`config.mk`:
```
export PLATFORM = sky130hd
export DESIGN_NAME = fp_addsub_seq
export DESIGN_NICKNAME = d
export VERILOG_FILES = /design/src/rtl/fp_addsub_seq.sv
export SDC_FILE = /design/constraint.sdc
export NUM_CORES = 1
export LEC_CHECK = 0
export ABC_CLOCK_PERIOD_IN_PS = 6700
export CAP_MARGIN = 20
export CORE_ASPECT_RATIO = 0.75
export CORE_MARGIN = 2
export CORE_UTILIZATION = 59
export CTS_CLUSTER_SIZE = 40
export DETAILED_ROUTE_END_ITERATION = 8
export PLACE_DENSITY = 0.83
export SETUP_SLACK_MARGIN = 0.2
export SKIP_LAST_GASP = 1
export SLEW_MARGIN = 20
export SYNTH_ARGS = -nofsm -noshare
export SYNTH_HDL_FRONTEND = slang
export SYNTH_SLANG_ARGS = --single-unit
```
`constraint.sdc`:
```
create_clock -name i_clk -period 6.7 [get_ports i_clk]
set_input_delay 1.34 -clock i_clk [delete_from_list [all_inputs] [get_ports i_clk]]
set_output_delay 1.34 -clock i_clk [all_outputs]
set_load 0.1 [all_outputs]
```
`src/rtl/fp_addsub_seq.sv`:
```
// Multi-cycle floating-point adder/subtractor: IDLE -> UNPACK -> ALIGN -> ADD -> NORM -> ROUND.
// Subnormal inputs are flushed to signed zero; results that would be subnormal flush to zero with underflow.
module fp_addsub_seq #(
  parameter int EXP_W = 8,
  parameter int MAN_W = 23,
  localparam int W = 1 + EXP_W + MAN_W
) (
  input  logic         i_clk,
  input  logic         i_reset,
  input  logic         i_start,
  input  logic [W-1:0] i_op_a,
  input  logic [W-1:0] i_op_b,
  input  logic         i_op_code,
  input  logic         i_round_mode,
  output logic [W-1:0] o_result,
  output logic [4:0]   o_flags,
  output logic         o_valid_out,
  output logic         o_busy
);
  localparam int MW = MAN_W + 5;
  localparam int MR = MAN_W + 2;
  localparam int EW = EXP_W + $clog2(MAN_W + 5) + 1;
  localparam logic [EXP_W-1:0] EXP_ONES = '1;
  localparam logic [W-1:0] QNAN = {1'b0, EXP_ONES, 1'b1, {(MAN_W-1){1'b0}}};

  typedef enum logic [2:0] {S_IDLE, S_UNPACK, S_ALIGN, S_ADD, S_NORM, S_ROUND} state_t;

  state_t           r_state;
  logic [W-1:0]     r_a, r_b;
  logic             r_sub, r_rm;
  logic             r_sa, r_sb;
  logic [EXP_W-1:0] r_ea, r_eb;
  logic [MAN_W:0]   r_ma, r_mb;
  logic             r_spec, r_spec_inv;
  logic [W-1:0]     r_spec_res;
  logic             r_xs, r_eff_sub;
  logic [EXP_W-1:0] r_xe;
  logic [MAN_W:0]   r_xm;
  logic [MAN_W+3:0] r_yext;
  logic [MW-1:0]    r_sum;
  logic [MAN_W+3:0] r_nm;
  logic [EW-1:0]    r_ne;
  logic             r_nzero, r_nuf;
  logic [W-1:0]     r_result;
  logic [4:0]       r_flags;
  logic             r_valid, r_busy;

  // UNPACK: field split, flush-to-zero, special-value classification
  logic             w_sa, w_sb, w_za, w_zb, w_ia, w_ib, w_na, w_nb;
  logic [EXP_W-1:0] w_ea, w_eb;
  logic [MAN_W-1:0] w_fa, w_fb;
  logic [MAN_W:0]   w_ma, w_mb;
  logic             w_spec, w_spec_inv;
  logic [W-1:0]     w_spec_res;

  always_comb begin
    w_sa = r_a[W-1];
    w_sb = r_b[W-1] ^ r_sub;
    w_ea = r_a[W-2 -: EXP_W];
    w_eb = r_b[W-2 -: EXP_W];
    w_fa = r_a[MAN_W-1:0];
    w_fb = r_b[MAN_W-1:0];
    w_za = (w_ea == '0);
    w_zb = (w_eb == '0);
    w_ia = (w_ea == EXP_ONES) && (w_fa == '0);
    w_ib = (w_eb == EXP_ONES) && (w_fb == '0);
    w_na = (w_ea == EXP_ONES) && (w_fa != '0);
    w_nb = (w_eb == EXP_ONES) && (w_fb != '0);
    w_ma = w_za ? '0 : {1'b1, w_fa};
    w_mb = w_zb ? '0 : {1'b1, w_fb};
    w_spec     = 1'b1;
    w_spec_inv = 1'b0;
    w_spec_res = '0;
    if (w_na || w_nb || (w_ia && w_ib && (w_sa != w_sb))) begin
      w_spec_res = QNAN;
      w_spec_inv = 1'b1;
    end else if (w_ia) begin
      w_spec_res = {w_sa, EXP_ONES, {MAN_W{1'b0}}};
    end else if (w_ib) begin
      w_spec_res = {w_sb, EXP_ONES, {MAN_W{1'b0}}};
    end else if (w_za && w_zb) begin
      w_spec_res = {w_sa & w_sb, {(W-1){1'b0}}};
    end else begin
      w_spec = 1'b0;
    end
  end

  // ALIGN: larger magnitude becomes X; Y shifted into {mant, G, R, S}
  logic             w_age, w_xs, w_ys;
  logic [EXP_W-1:0] w_xe, w_ye, w_d;
  logic [MAN_W:0]   w_xm, w_ym;
  logic [MAN_W+2:0] w_ext;
  logic             w_st;
  logic [MAN_W+3:0] w_yext;

  always_comb begin
    w_age = {r_ea, r_ma} >= {r_eb, r_mb};
    if (w_age) begin
      w_xs = r_sa; w_xe = r_ea; w_xm = r_ma;
      w_ys = r_sb; w_ye = r_eb; w_ym = r_mb;
    end else begin
      w_xs = r_sb; w_xe = r_eb; w_xm = r_mb;
      w_ys = r_sa; w_ye = r_ea; w_ym = r_ma;
    end
    w_d   = w_xe - w_ye;
    w_ext = {w_ym, 2'b00};
    w_st  = 1'b0;
    for (int i = 0; i < MAN_W + 3; i++)
      if (i < int'(w_d)) w_st = w_st | w_ext[i];
    w_yext = {w_ext >> w_d, w_st};
  end

  // ADD: magnitude add/subtract, X >= Y so subtraction never goes negative
  logic [MW-1:0] w_xx, w_yy, w_sum;

  always_comb begin
    w_xx  = {1'b0, r_xm, 3'b000};
    w_yy  = {1'b0, r_yext};
    w_sum = r_eff_sub ? (w_xx - w_yy) : (w_xx + w_yy);
  end

  // NORM: carry handling or leading-zero left shift; exponent kept signed-wide
  int               w_lz;
  logic [MAN_W+3:0] w_nm;
  logic [EW-1:0]    w_ne;

  always_comb begin
    w_lz = MAN_W + 4;
    for (int i = 0; i <= MAN_W + 3; i++)
      if (r_sum[i]) w_lz = MAN_W + 3 - i;
    if (r_sum[MW-1]) begin
      w_nm = {r_sum[MW-1:2], r_sum[1] | r_sum[0]};
      w_ne = {{(EW-EXP_W){1'b0}}, r_xe} + EW'(1);
    end else begin
      w_nm = r_sum[MAN_W+3:0] << w_lz;
      w_ne = {{(EW-EXP_W){1'b0}}, r_xe} - EW'(w_lz);
    end
  end

  // ROUND: RNE/RTZ increment, renormalise on carry, resolve exceptions
  logic             w_g, w_r, w_s, w_inc;
  logic [MR-1:0]    w_mr;
  logic [MAN_W-1:0] w_frac;
  logic [EW-1:0]    w_re;
  logic [W-1:0]     w_res;
  logic [4:0]       w_fl;

  always_comb begin
    w_g   = r_nm[2];
    w_r   = r_nm[1];
    w_s   = r_nm[0];
    w_inc = ~r_rm & w_g & (w_r | w_s | r_nm[3]);
    w_mr  = {1'b0, r_nm[MAN_W+3:3]} + MR'(w_inc);
    if (w_mr[MR-1]) begin
      w_frac = w_mr[MAN_W:1];
      w_re   = r_ne + EW'(1);
    end else begin
      w_frac = w_mr[MAN_W-1:0];
      w_re   = r_ne;
    end
    w_res = {r_xs, w_re[EXP_W-1:0], w_frac};
    w_fl  = {4'b0000, w_g | w_r | w_s};
    if (r_spec) begin
      w_res = r_spec_res;
      w_fl  = {r_spec_inv, 4'b0000};
    end else if (r_nzero) begin
      w_res = '0;
      w_fl  = '0;
    end else if (r_nuf) begin
      w_res = {r_xs, {(W-1){1'b0}}};
      w_fl  = 5'b00011;
    end else if (w_re >= {{(EW-EXP_W){1'b0}}, EXP_ONES}) begin
      w_res = r_rm ? {r_xs, EXP_ONES - EXP_W'(1), {MAN_W{1'b1}}}
                   : {r_xs, EXP_ONES, {MAN_W{1'b0}}};
      w_fl  = 5'b00101;
    end
  end

  always_ff @(posedge i_clk) begin
    if (i_reset) begin
      r_state    <= S_IDLE;
      r_a        <= '0;
      r_b        <= '0;
      r_sub      <= 1'b0;
      r_rm       <= 1'b0;
      r_sa       <= 1'b0;
      r_sb       <= 1'b0;
      r_ea       <= '0;
      r_eb       <= '0;
      r_ma       <= '0;
      r_mb       <= '0;
      r_spec     <= 1'b0;
      r_spec_inv <= 1'b0;
      r_spec_res <= '0;
      r_xs       <= 1'b0;
      r_eff_sub  <= 1'b0;
      r_xe       <= '0;
      r_xm       <= '0;
      r_yext     <= '0;
      r_sum      <= '0;
      r_nm       <= '0;
      r_ne       <= '0;
      r_nzero    <= 1'b0;
      r_nuf      <= 1'b0;
      r_result   <= '0;
      r_flags    <= '0;
      r_valid    <= 1'b0;
      r_busy     <= 1'b0;
    end else begin
      r_valid <= 1'b0;
      case (r_state)
        S_IDLE: if (i_start) begin
          r_a     <= i_op_a;
          r_b     <= i_op_b;
          r_sub   <= i_op_code;
          r_rm    <= i_round_mode;
          r_busy  <= 1'b1;
          r_state <= S_UNPACK;
        end
        S_UNPACK: begin
          r_sa       <= w_sa;
          r_sb       <= w_sb;
          r_ea       <= w_ea;
          r_eb       <= w_eb;
          r_ma       <= w_ma;
          r_mb       <= w_mb;
          r_spec     <= w_spec;
          r_spec_inv <= w_spec_inv;
          r_spec_res <= w_spec_res;
          r_state    <= S_ALIGN;
        end
        S_ALIGN: begin
          r_xs      <= w_xs;
          r_eff_sub <= w_xs ^ w_ys;
          r_xe      <= w_xe;
          r_xm      <= w_xm;
          r_yext    <= w_yext;
          r_state   <= S_ADD;
        end
        S_ADD: begin
          r_sum   <= w_sum;
          r_state <= S_NORM;
        end
        S_NORM: begin
          r_nm    <= w_nm;
          r_ne    <= w_ne;
          r_nzero <= (r_sum == '0);
          r_nuf   <= w_ne[EW-1] || (w_ne == '0);
          r_state <= S_ROUND;
        end
        S_ROUND: begin
          r_result <= w_res;
          r_flags  <= w_fl;
          r_valid  <= 1'b1;
          r_busy   <= 1'b0;
          r_state  <= S_IDLE;
        end
        default: r_state <= S_IDLE;
      endcase
    end
  end

  assign o_result    = r_result;
  assign o_flags     = r_flags;
  assign o_valid_out = r_valid;
  assign o_busy      = r_busy;

endmodule

```
==> reports/qor.txt <==
# rows - 57
Post-synth EDFFs - 0
clock-pin slew on the worst setup and hold paths - 0.07 ns
GP Congestion - 0.982
hold_buf cts - 0
Mapped Cells - 2634
Port Buf Inserts - 106
via count - 19800
max-cap violation count - 0
violation count after the first detailed-route iteration - 2478
Inst Count DP - 3024
register bit count reported by yosys - 309
final hold vios - 0
ys async rst share - 0%
Sink Count - 309
area delta synth->final - 11.7%
DPL Wire Length - 44.5 mm
WP data arrival - 6.22 ns
drt wl/cell - 20.0 µm
Finished Layout Cells - 3082
post-synth top area share - 31.3%
TritonCTS Buffers - 31
Critical Path RT - 7.19 ns
die height - 162 µm
largest net degree at the start of global routing - 128
post-layout net count - 2777
clock skew - 0.0195 ns
routed vias/inst - 6.42
Final Max Slew Viols - 0
CTS Root Buffer Type - clkbuf_16
antenna-violating nets left - 0
final setup vio count - 0
Antenna Cells - 0
first-pass GRT wire length - 97.9 mm
Yosys warnings - 0
total negative slack - 0 ns
CP startpoint kind - register
RSZ-0062 raised after global routing - false
worst hold path type - reg2reg
Worst Setup End Kind - register
layout cell share with drive strength beyond 1 - 5.23%
Synth cell types - 92
worst skew pair latency - 0.60 ns
Remaining DRCs - 0
commonest non-fill, non-tap cell in the layout - nand2_1
CTS tree - built
slew margin rel. - 30.2%
core box area - 32700 µm²
Synth area leaders - dfxtp_1 31%, nand2_1 8.8%, a21oi_1 7.1%
static leakage - 8.26 nW
Seq/Total Area, Yosys - 31.3%
Yosys top cell by area - dfxtp_1
maximum fanout along the worst path - 23
Initial Util - 60.5%
outcome - completed
fin crit share - 85.5%
GR Overflow Total - 0
hold_ws - 0.461 ns
Worst-Margin Slew - 1.04 ns
synthesized cell area - 19800 µm²
Die Area - 35000 µm²
clk buf depth - 3
antenna violations before repair - 0
syn_area_per_cell - 7.50 µm²
Die Wd - 215 µm
top_reg_cell synth - dfxtp_1
I/O pin total - 108
PostCTS Resize Cnt - 0
Syn Nets - 2796
maximum vdd drop - 0.237 mV
drt first pass iters - 5
kind of critical path - reg2reg
Total Routing Usage GR - 34.2%
number of global-route vias before repair - 18000
minimum clock period - 5.73 ns
Pwr Density - 283 nW/µm²
most frequent cells in the layout - 462 x nand2_1, 309 x dfxtp_1, 280 x a21oi_1, 242 x nor2_1, 115 x mux2i_1
Post-CTS Setup Inserts - 0
Routed WL - 61.6 mm
fmax - 0.175 GHz
number of H-tree levels - 1
-- stage by stage --
| step | setup WS [ns] | area, µm² | total power, mW | util [%] |
|---|---|---|---|---|
| floorplan | 2.02 | 19800 | 3.64 | - |
| global placement | 1.27 | 20900 | 4.11 | 63.9 |
| detailed placement | 1.12 | 20900 | 4.16 | 63.9 |
| CTS | 1.06 | 22100 | 6.19 | 67.5 |
| global route | 0.549 | 22100 | 6.50 | 67.5 |
| finish | 0.975 | 22100 | 6.24 | 67.5 |
-- layout make-up --
cell class	count	area (µm²)
clock buffer	38	842
clock inverter	20	353
fill	2805	10600
inverter	111	417
multi-input combinational	2030	12500
sequential	309	6190
tap	442	553
timing repair buffer	132	1260
-- layer usage --
layer  wire length [µm]  track usage, %  vias up
met5                  0               0        -
met4               1040            5.96        0
met3               6940            7.79       88
met2              25200            49.5      975
met1              28500            51.9     9380
li1                   -               -     9346
-- kinds of logic (layout without fill, tap and decap cells) --
family	Yosys count	in the layout	share of synthesized area, %
AO/OA/AOI/OAI	692	692	22.9
buffers and inverters	295	301	5.83
AND/OR/NAND/NOR	1048	1048	23.9
adder cells (fa/ha/maj)	93	93	5.97
XOR/XNOR	66	66	2.96
other	1	1	0.0190
multiplexers	130	130	7.14
flip-flops	309	309	31.3
-- flip-flops by register name, summed over array words and instances, names as in the netlist, 4 cells and up --
register and flops:
r_ea 8, r_mb 24, r_ma 24, r_xm 24, o_flags 4, r_a 32, r_xe 8, r_nm 27
r_ne 14, r_sum 28, r_b 32, o_result 32, r_eb 8, r_yext 27
-- synthesized netlist by cell type, types with 9 or more instances --
| cell | instances |
|---|---|
| a211oi_1 | 50 |
| ha_1 | 91 |
| nor4_1 | 33 |
| nand3_1 | 92 |
| and2_1 | 15 |
| buf_2 | 18 |
| xnor2_1 | 42 |
| a311oi_1 | 39 |
| dfxtp_1 | 309 |
| clkbuf_1 | 149 |
| nand2_1 | 463 |
| a22o_1 | 15 |
| buf_1 | 11 |
| xor2_1 | 23 |
| nor2b_1 | 13 |
| a21oi_1 | 280 |
| a31oi_1 | 27 |
| nor2_1 | 242 |
| o211ai_1 | 12 |
| o31ai_1 | 13 |
| and3_1 | 14 |
| a221o_1 | 9 |
| a21o_1 | 20 |
| nand4_1 | 20 |
| nor3_1 | 77 |
| or3_1 | 13 |
| mux2i_1 | 115 |
| inv_1 | 109 |
| a2111oi_0 | 13 |
| o21ai_0 | 83 |
| nand2b_1 | 17 |
| a22oi_1 | 21 |
| a221oi_1 | 15 |
-- power by group --
| part | switching [mW] | total (mW) | internal [mW] |
|---|---|---|---|
| clock network | 0.807 | 2.05 | 1.25 |
| logic | 1.39 | 2.13 | 0.737 |
| registers | 0.130 | 2.06 | 1.93 |
-- worst max-delay path: stages (launching register included) --
cell       delay, ns
dfxtp_1         0.39
inv_1           0.10
ha_1            0.63
nand4_1         0.27
nor4_4          0.38
and2_1          0.44
nand2_1         0.13
o2bb2ai_2       0.24
or2_2           0.16
inv_1           0.03
ha_1            0.25
and2_1          0.21
o311a_1         0.38
o21ai_0         0.23
mux2i_1         0.37
nand2_1         0.52
and2_1          0.40
a31o_1          0.19
a311oi_1        0.28
-- worst paths after layout --
kind | from | to | slack [ns] | depth (start not counted)
max | r_eb[3] | r_yext[0] | 0.97 | 18
min | o_flags[4] | o_flags[4] | 0.46 | 2
max reg2reg | r_eb[3] | r_yext[0] | 0.97 | 18
min reg2reg | o_flags[4] | o_flags[4] | 0.46 | 2
Power figures use the tool's default switching activity.
